<file path="config.mk">
export PLATFORM = sky130hd
export DESIGN_NAME = icache_req_arb_rr
export DESIGN_NICKNAME = d
export VERILOG_FILES = /design/src/rtl/icache_arb_pkg.sv /design/src/rtl/icache_rr_pick.sv /design/src/rtl/icache_req_arb_rr.sv
export SDC_FILE = /design/constraint.sdc
export NUM_CORES = 1
export LEC_CHECK = 0
export BUFFER_PORTS_ARGS = -buffer_cell sky130_fd_sc_hd__buf_2
export CAP_MARGIN = 40
export CORE_MARGIN = 2
export CORE_UTILIZATION = 43
export CTS_BUF_LIST = sky130_fd_sc_hd__clkbuf_4 sky130_fd_sc_hd__clkbuf_8
export CTS_CLUSTER_DIAMETER = 50
export DETAILED_ROUTE_END_ITERATION = 8
export PLACE_DENSITY = 0.79
export SLEW_MARGIN = 20
export SYNTH_ARGS = -nofsm -noshare
export SYNTH_HDL_FRONTEND = slang
export SYNTH_HIERARCHICAL = 1
export SYNTH_SLANG_ARGS = --single-unit
</file>
<file path="constraint.sdc">
create_clock -name clk -period 2.6 [get_ports clk]
set_clock_uncertainty 0.2 [all_clocks]
set_input_delay 0.26 -clock clk [delete_from_list [all_inputs] [get_ports clk]]
set_output_delay 0.26 -clock clk [all_outputs]
set_load 0.05 [all_outputs]
</file>
<file path="src/rtl/icache_arb_pkg.sv">
`default_nettype none
// ============================================================================
// Module   : icache_arb_pkg
// Brief    : Shared constants, age counter type and one-hot decode helper for
//            the icache front-end request arbiter.
// Revision : 1.0 - initial release
// ============================================================================
package icache_arb_pkg;

    // Channel assignment at the icache front end
    localparam int CH_CPU   = 0;
    localparam int CH_INV   = 1;
    localparam int CH_PF    = 2;

    // Largest supported channel count; sizes the one-hot decode helper
    localparam int MAX_REQS = 16;

    // Per-channel wait-age counter, saturating at its all-ones value
    localparam int AGE_W    = 8;
    typedef logic [AGE_W-1:0] age_t;
    localparam age_t AGE_MAX = '1;

    // One-hot (or zero) vector to binary index; a zero vector decodes to 0
    function automatic logic [3:0] onehot_to_idx(input logic [MAX_REQS-1:0] oh);
        logic [3:0] idx;
        idx = '0;
        for (int i = 0; i < MAX_REQS; i++) begin
            if (oh[i]) begin
                idx = idx | 4'(i);
            end
        end
        return idx;
    endfunction

endpackage
`default_nettype wire

</file>
<file path="src/rtl/icache_rr_pick.sv">
`default_nettype none
// ============================================================================
// Module   : icache_rr_pick
// Brief    : Combinational masked priority picker. Returns the first set
//            request at or above the start pointer, wrapping to the lowest
//            set request when none exist above it.
// Revision : 1.0 - initial release
// ============================================================================
module icache_rr_pick #(
    parameter int NUM_REQS = 3,
    parameter int ID_W     = 2
) (
    input  logic [NUM_REQS-1:0] req_i,
    input  logic [ID_W-1:0]     ptr_i,
    output logic [NUM_REQS-1:0] gnt_o,
    output logic                valid_o
);

    logic [NUM_REQS-1:0]   w_mask;
    logic [2*NUM_REQS-1:0] w_dbl;
    logic [2*NUM_REQS-1:0] w_low;

    // Thermometer mask selecting channel indices at or above the pointer
    always_comb begin
        w_mask = '0;
        for (int i = 0; i < NUM_REQS; i++) begin
            w_mask[i] = (i >= int'(ptr_i));
        end
    end

    // Lower half holds the masked requests, upper half the full set; isolating
    // the lowest set bit of the concatenation yields the wrap-around winner.
    assign w_dbl   = {req_i, req_i & w_mask};
    assign w_low   = w_dbl & (-w_dbl);
    assign gnt_o   = w_low[NUM_REQS-1:0] | w_low[2*NUM_REQS-1:NUM_REQS];
    assign valid_o = |req_i;

endmodule
`default_nettype wire

</file>
<file path="src/rtl/icache_req_arb_rr.sv">
`default_nettype none
// ============================================================================
// Module   : icache_req_arb_rr
// Brief    : N-channel valid/ready request arbiter with fixed-priority or
//            round-robin selection, age-based starvation promotion and a
//            single-entry full-throughput output register.
// Revision : 1.0 - initial release
// ============================================================================
module icache_req_arb_rr
    import icache_arb_pkg::*;
#(
    parameter int NUM_REQS     = 3,
    parameter int DATA_W       = 64,
    parameter int RR_MODE      = 0,
    parameter int STARVE_LIMIT = 8,
    parameter int ID_W         = (NUM_REQS > 1) ? $clog2(NUM_REQS) : 1
) (
    input  logic                       clk,
    input  logic                       rst_n,
    input  logic [NUM_REQS-1:0]        in_valid,
    output logic [NUM_REQS-1:0]        in_ready,
    input  logic [NUM_REQS*DATA_W-1:0] in_data,
    output logic                       out_valid,
    input  logic                       out_ready,
    output logic [DATA_W-1:0]          out_data,
    output logic [ID_W-1:0]            out_id,
    output logic                       out_starved,
    output logic                       busy
);

    localparam age_t            STARVE_TH = age_t'(STARVE_LIMIT);
    localparam logic [ID_W-1:0] LAST_IDX  = ID_W'(NUM_REQS - 1);
    localparam logic [ID_W-1:0] PTR_FIXED = ID_W'(CH_CPU);

    logic                out_valid_q,   out_valid_d;
    logic [DATA_W-1:0]   out_data_q,    out_data_d;
    logic [ID_W-1:0]     out_id_q,      out_id_d;
    logic                out_starved_q, out_starved_d;
    logic [ID_W-1:0]     rr_ptr_q,      rr_ptr_d;
    age_t                age_q [NUM_REQS];
    age_t                age_d [NUM_REQS];

    logic [NUM_REQS-1:0] w_starve_req;
    logic [NUM_REQS-1:0] w_starve_gnt;
    logic                w_starve_any;
    logic [NUM_REQS-1:0] w_main_gnt;
    logic                w_main_any;
    logic [ID_W-1:0]     w_main_ptr;
    logic [NUM_REQS-1:0] w_gnt;
    logic [ID_W-1:0]     w_idx;
    logic                w_load;
    logic                w_xfer;

    // Channels whose wait age has reached the promotion threshold
    always_comb begin
        w_starve_req = '0;
        for (int i = 0; i < NUM_REQS; i++) begin
            w_starve_req[i] = (STARVE_LIMIT != 0) && in_valid[i] &&
                              (age_q[i] >= STARVE_TH);
        end
    end

    // Starved channels are served lowest index first
    icache_rr_pick #(
        .NUM_REQS (NUM_REQS),
        .ID_W     (ID_W)
    ) u_pick_starve (
        .req_i    (w_starve_req),
        .ptr_i    ('0),
        .gnt_o    (w_starve_gnt),
        .valid_o  (w_starve_any)
    );

    // Normal path: fixed priority starts at channel 0, round-robin at the pointer
    assign w_main_ptr = (RR_MODE != 0) ? rr_ptr_q : PTR_FIXED;

    icache_rr_pick #(
        .NUM_REQS (NUM_REQS),
        .ID_W     (ID_W)
    ) u_pick_main (
        .req_i    (in_valid),
        .ptr_i    (w_main_ptr),
        .gnt_o    (w_main_gnt),
        .valid_o  (w_main_any)
    );

    assign w_gnt    = w_starve_any ? w_starve_gnt : w_main_gnt;
    assign w_idx    = ID_W'(onehot_to_idx(MAX_REQS'(w_gnt)));
    assign w_load   = ~out_valid_q | out_ready;
    assign w_xfer   = w_load & w_main_any;
    assign in_ready = w_load ? w_gnt : '0;

    // Output register refill / drain and round-robin pointer advance
    always_comb begin
        out_valid_d   = out_valid_q;
        out_data_d    = out_data_q;
        out_id_d      = out_id_q;
        out_starved_d = out_starved_q;
        rr_ptr_d      = rr_ptr_q;
        if (w_xfer) begin
            out_valid_d   = 1'b1;
            out_data_d    = in_data[w_idx*DATA_W +: DATA_W];
            out_id_d      = w_idx;
            out_starved_d = w_starve_any;
            rr_ptr_d      = (w_idx == LAST_IDX) ? '0 : w_idx + ID_W'(1);
        end else if (out_ready) begin
            out_valid_d   = 1'b0;
        end
    end

    // Age counters: reset when idle or accepted, otherwise count waiting cycles
    always_comb begin
        for (int i = 0; i < NUM_REQS; i++) begin
            if (!in_valid[i] || in_ready[i]) begin
                age_d[i] = '0;
            end else if (age_q[i] != AGE_MAX) begin
                age_d[i] = age_q[i] + age_t'(1);
            end else begin
                age_d[i] = age_q[i];
            end
        end
    end

    // State registers with asynchronous clear
    always_ff @(posedge clk or negedge rst_n) begin
        if (!rst_n) begin
            out_valid_q   <= 1'b0;
            out_data_q    <= '0;
            out_id_q      <= '0;
            out_starved_q <= 1'b0;
            rr_ptr_q      <= '0;
            for (int i = 0; i < NUM_REQS; i++) begin
                age_q[i] <= '0;
            end
        end else begin
            out_valid_q   <= out_valid_d;
            out_data_q    <= out_data_d;
            out_id_q      <= out_id_d;
            out_starved_q <= out_starved_d;
            rr_ptr_q      <= rr_ptr_d;
            for (int i = 0; i < NUM_REQS; i++) begin
                age_q[i] <= age_d[i];
            end
        end
    end

    assign out_valid   = out_valid_q;
    assign out_data    = out_data_q;
    assign out_id      = out_id_q;
    assign out_starved = out_starved_q;
    assign busy        = out_valid_q | (|in_valid);

endmodule
`default_nettype wire
</file>
* Word level (Yosys, flattened, before mapping)
Cells that the tools add are included.
** Operators by class
- Add/sub/neg operators :: 5
- Magnitude comparators :: 3
- Eq/ne operators :: 3
- Shift-type cells :: 1
- Muxes and demuxes :: 12
- Bitwise gates (word level) :: 8
- Reduce and logical (&&, ||, !) cells :: 15
** Operators by type and width (count)
- $shiftx 192x9->64 :: 1
- $mux 8 :: 6
- $add 8x1->8 const B :: 3
- $ge 8x4->1 const B :: 3
- $ne 8x8->1 const B :: 3
- $and 6x6->6 :: 2
- $neg 6->6 :: 2
- $reduce_bool 2->1 :: 4
- $mux 3 :: 2
- $or 3x3->3 :: 2
- $reduce_or 3->1 :: 2
- $logic_and 1x1->1 :: 3
- $logic_not 1->1 :: 3
- $logic_or 1x1->1 :: 3
- $mux 1 :: 3
- $mux 2 :: 1
- $or 1x1->1 :: 2
- $and 1x1->1 :: 1
- $not 1->1 :: 1
** Word-level totals
- Bits in registers :: 92
- Input port bits :: 198
- Output and inout bits :: 72
- Logic and storage cells :: 54

* Depth between registers and ports, before layout
- Depth in word-level cells :: 9
- Depth in mapped cells :: 11

* By module
The synthesis kept the hierarchy.
** By module, submodules not included
- icache_req_arb_rr :: instances 1, cells each 514, area an instance 5153.7 sq um, seq. area each 2302.2 sq um
- icache_rr_pick :: instances 2, cells each 12, area an instance 75.1 sq um, seq. area each 0.0 sq um

* Worst setup path before layout
No wires, ideal clock.
- Path kind :: register -> output
- Start point :: register age_q[13] in the netlist's numbering
- End point :: output port in_ready[1]
- Data arrival time :: 2.810 ns
- Data required time :: 2.140 ns
- Path slack :: -0.670 ns
- Stages on the path, launching flop included :: 8
- Buffers on the path :: 2
- Path through :: dfrtp_1 > or4_1 > o21a_1 > or3_1 > mux2i_4 > buf_6 > buf_6 > nor2_1
** Between the ends
- Elaborated cells on any way between the ends :: 8
- Classes of those cells :: 1 x add/sub; 1 x order compare; 2 x mux; 2 x bitwise; 2 x reduce/logical
** RTL lines
- from (decl) :: RTL line icache_req_arb_rr.sv:40 : age_t age_q [NUM_REQS];
- from (signal, indexed assignment) :: RTL line icache_req_arb_rr.sv:142 : age_q[i] <= age_d[i];
- $ge 8x4->1 :: RTL line icache_req_arb_rr.sv:59 : (age_q[i] >= STARVE_TH);
- $logic_and 1x1->1 :: RTL line icache_req_arb_rr.sv:58 : w_starve_req[i] = (STARVE_LIMIT != 0) && in_valid[i] &&
- named net w_starve_req[1] :: RTL line icache_req_arb_rr.sv:43 : logic [NUM_REQS-1:0] w_starve_req;
- $reduce_or 3->1 :: RTL line icache_rr_pick.sv:36 : assign valid_o = |req_i;
- named net w_starve_any :: RTL line icache_req_arb_rr.sv:45 : logic w_starve_any;
- $mux 3 :: RTL line icache_req_arb_rr.sv:87 : assign w_gnt = w_starve_any ? w_starve_gnt : w_main_gnt;
- $mux 3 :: RTL line icache_req_arb_rr.sv:91 : assign in_ready = w_load ? w_gnt : '0;
- to (decl) :: RTL line icache_req_arb_rr.sv:21 : output logic [NUM_REQS-1:0] in_ready,
The timed path passes the listed nets, and every way through them passes these cells.

* Worst setup path in the final report
- Start point :: register age_q[4] in the netlist's numbering
- End point :: register out_data_q[38] (netlist: out_data[38])
** Between the ends
- Elaborated cells on any way between the ends :: 10
- Classes of those cells :: 1 x add/sub; 1 x order compare; 1 x shift; 3 x mux; 2 x bitwise; 2 x reduce/logical
** RTL lines
- $ge 8x4->1 * :: RTL line icache_req_arb_rr.sv:59
- $logic_and 1x1->1 * :: RTL line icache_req_arb_rr.sv:58
- named net w_starve_req[2] :: RTL line icache_req_arb_rr.sv:43
- $reduce_or 3->1 * :: RTL line icache_rr_pick.sv:36
- named net w_starve_any :: RTL line icache_req_arb_rr.sv:45
- $mux 3 * :: RTL line icache_req_arb_rr.sv:87
- $mux 1 :: RTL line icache_arb_pkg.sv:28 : if (oh[i]) begin
- $mux 2 * :: RTL line icache_arb_pkg.sv:28
- $shiftx 192x9->64 * :: RTL line icache_req_arb_rr.sv:102 : out_data_d = in_data[w_idx*DATA_W +: DATA_W];
- to (signal assigned) :: RTL line icache_req_arb_rr.sv:137 : out_data_q <= out_data_d;
- to (decl) :: RTL line icache_req_arb_rr.sv:36 : logic [DATA_W-1:0] out_data_q, out_data_d;
The timed path passes the listed nets; every way through them passes the cells marked *.
A chain may end at the register's enable or synchronous reset.

==> reports/metrics.cfg <==
[clock_network]
tritoncts_num_sinks=92
number_of_levels_in_the_clock_h_tree=3
cts-root-to-sink-buffers=2
clk_latency_ns=0.37
clock_tree.root_cell=sky130_fd_sc_hd__clkbuf_8
cts_inserted_buffers=9
clk_pin_slew_ns=0.10
cts_tree=done

[synth]
synth-warning-count=6
postSynth.topFlopCell=sky130_fd_sc_hd__dfrtp_1
post_synth_num_cell_types=42
yosys_register_bits=92
postSynthAreaPerCell_sq_um=9.858
postSynthCellCount=538
synth.cell_area_sq_um=5304
yosysSeqAreaShare=0.4341
asyncSetResetFlopFracSynth=1.000
synth_enable_flop_cells=0

[critical_path]
worst_ep_required_time_ns=2.64
reg2reg_setup_slack_ns=-0.48
path_class=register to register
setup.worst_path.end_class=register
worst_ep_arrival_time_ns=3.12
startpoint_type=register
path_max_fanout=9
crit-reg2reg-launch=age_q[4]$_DFFE_PN0P_
worst-r2r-cell-count=10
rr_endpoint=out_data[38]$_DFFE_PN0P_

[timing]
hold-worst-slack_ns=0.004982
rsz0062_at_grt=true
final_period_minus_worst_setup_slack_ns=3.079
finalHoldViolCount=0
setup-violations-final=93
post_route_fraction_of_the_period_consumed_by_the_critical_path=1.184
setup_ws_ns=-0.4794
max_freq_mhz=324.7
worstMarginPinSlew_ns=0.8134
relSlewSlack=0.4566
timing.final.max_slew_violations=0

[route]
route.top_layer_used=met4
wire_per_inst_um=22.09
drt_iter0_drc=565
detailroute.wirelength.met3_um=2000
drt_drc_violations_left=0
drtPass1Iterations=7
route.met2.wl_um=13080
routed-via-count=6587
routed_wl_um=25270
avgViaCountPerCell=5.758
route.layer.met1.wl_um=8801
drtAntennaViolNets=0

[hold_path]
worstHoldPathCells=3
whs_endpoint=out_data[60]$_DFFE_PN0P_
hold_start=in_data[124]
min_path_type=input port to register

[run_status]
violations=setup timing
status=finished, violations left

[pwr]
power_leakage_nw=4.706
share_seq_of_total_power=0.351
power.clock.fraction=0.210
power.switching_fraction=0.4111
power-per-cell-area_nw_per_um2=503.8
total_switching_power_mw=2.046
highest_ir_drop_seen_on_vdd_v=0.0003589
power.internal_mw=2.931
combinationalPowerShare=0.439

[die]
floorplan.die_area_sq_um=13240
fp.dieH_um=115.1
pin_count=270
start_util=0.4416
fp.dieW_um=115.1
core_area_sq_um=12010
row_count=40

[run]
drv_cap=0

[grt]
grt_pass1_vias=6836
grt_pass1_wl_um=35070
grt_overflow_total=0
initial_antenna_violation_count=1
grt_usage=0.3472
grt_start_max_net_pins=47

[finish]
final_util=0.8224
finish.instance_area_sq_um=9878
commonest_non_fill_non_tap_cell_in_the_layout=sky130_fd_sc_hd__buf_2
leading_cell_types_in_the_layout_fill_and_taps_excluded=sky130_fd_sc_hd__buf_2, sky130_fd_sc_hd__dlygate4sd3_1, sky130_fd_sc_hd__dfrtp_1, sky130_fd_sc_hd__nand2_1, sky130_fd_sc_hd__o211ai_1
area_growth_syn_to_layout_pct=86.25
finish.cell_count_without_fillers=1144
post_route_cells_drive_above_1_share=0.4874
net_total_in_the_final_layout=1194

[placement]
place.detailed.hpwl_um=12300
placedInstanceArea_sq_um=7121
dpl.cell_count=977
port_buffers=269
routabilityCongestion=0.8535

layout make-up:
type / instances / area [sq um]
diodes: 2 / 5.005
multi-input cells: 416 / 3418
flip-flops and latches: 92 / 2302
inverters: 8 / 30.03
clock buffers: 11 / 151.4
well taps: 147 / 183.9
repair buffers: 463 / 3729
clock inverters: 5 / 58.81
fillers: 659 / 2133
layer usage:
metal  GRT usage  vias to the layer above
met1      0.3674                     3112
li1            -                     2872
met2      0.6231                      478
met4      0.2177                        0
met5           0                        -
met3     0.07907                      125
power groups by stage:
stage                     clock network [mW]  logic, mW  registers, mW
after floorplan                            0      0.482           2.36
after global routing                    1.11       2.26           1.76
after detailed placement                   0       1.63           1.74
after CTS                               1.05       2.00           1.72
after global placement                     0       1.61           1.74
final                                   1.05       2.18           1.75
per-stage QoR:
stage	total power, mW	setup TNS (ns)	setup WS (ns)
2_1_floorplan	2.839	-7.871	-0.1952
3_3_place_gp	3.347	-10.68	-0.1624
3_5_place_dp	3.372	-14.22	-0.2174
4_1_cts	4.773	-26.50	-0.4557
5_1_grt	5.132	-36.39	-0.5407
6_report	4.977	-27.92	-0.4794
state kept, by name (all words and copies together) (netlist names):
name and cells:
age_q 24, out_data 64, out_id 2, out_starved 1, out_valid 1
critical path, cell delays in order (launching register included):
cell,delay [ns]
sky130_fd_sc_hd__dfrtp_1,0.40
sky130_fd_sc_hd__or4_1,0.51
sky130_fd_sc_hd__o21a_1,0.21
sky130_fd_sc_hd__or3_4,0.44
sky130_fd_sc_hd__mux2i_4,0.24
sky130_fd_sc_hd__buf_12,0.14
sky130_fd_sc_hd__buf_8,0.11
sky130_fd_sc_hd__buf_12,0.13
sky130_fd_sc_hd__buf_12,0.15
sky130_fd_sc_hd__mux2i_1,0.29
sky130_fd_sc_hd__o211ai_1,0.13
synthesized netlist by cell type, types with 6 or more instances:
cell                       count  share of area
sky130_fd_sc_hd__o211ai_2     20          0.047
sky130_fd_sc_hd__nand3_1      70          0.066
sky130_fd_sc_hd__o21a_1        8          0.011
sky130_fd_sc_hd__ha_1          6          0.014
sky130_fd_sc_hd__o211ai_1     44          0.062
sky130_fd_sc_hd__buf_2        10         0.0094
sky130_fd_sc_hd__dfrtp_1      92           0.43
sky130_fd_sc_hd__nor2_1       21          0.015
sky130_fd_sc_hd__a31oi_1       6         0.0071
sky130_fd_sc_hd__mux2i_1      67           0.13
sky130_fd_sc_hd__nand2_1      76          0.054
sky130_fd_sc_hd__buf_6        11          0.023
sky130_fd_sc_hd__clkbuf_1      9         0.0064
sky130_fd_sc_hd__inv_1         8         0.0057
sky130_fd_sc_hd__and3_1        7         0.0083
sky130_fd_sc_hd__nor3_1       11          0.010
sky130_fd_sc_hd__a21oi_1      10         0.0094
cells by family (layout without fill, tap and decap cells):
| logic type | after synthesis | count (layout) | synth area share |
|---|---|---|---|
| simple gates | 217 | 217 | 0.1993 |
| other cells | 1 | 18 | 0.0007070 |
| xor+xnor | 3 | 3 | 0.004955 |
| mux | 69 | 69 | 0.1333 |
| flops | 92 | 92 | 0.4341 |
| buf+inv | 45 | 487 | 0.05332 |
| fa+ha+maj | 6 | 6 | 0.01415 |
| compound gates | 105 | 105 | 0.1602 |
what timing repair did:
action | CTS | global route
endpoints found under the hold margin | 132 | 0
setup buffers | 22 | 7
gates resized for setup | 98 | 67
pin swaps | 74 | 48
hold buffers | 110 | 0
endpoints found under the setup margin | 90 | 93
gates cloned | 15 | 0
worst max path at each step:
stage | end | slack [ns] | start
finish | out_data[38]$_DFFE_PN0P_ | -0.48 | age_q[4]$_DFFE_PN0P_
global placement | out_data[43]$_DFFE_PN0P_ | -0.16 | age_q[4]$_DFFE_PN0P_
detailed placement | out_data[4]$_DFFE_PN0P_ | -0.22 | age_q[4]$_DFFE_PN0P_
global route | out_data[38]$_DFFE_PN0P_ | -0.54 | age_q[4]$_DFFE_PN0P_
CTS | in_ready[0] | -0.46 | age_q[20]$_DFFE_PN0P_
floorplan | in_ready[1] | -0.20 | age_q[20]$_DFFE_PN0P_
Note: power is estimated with default switching activity, not from simulation.
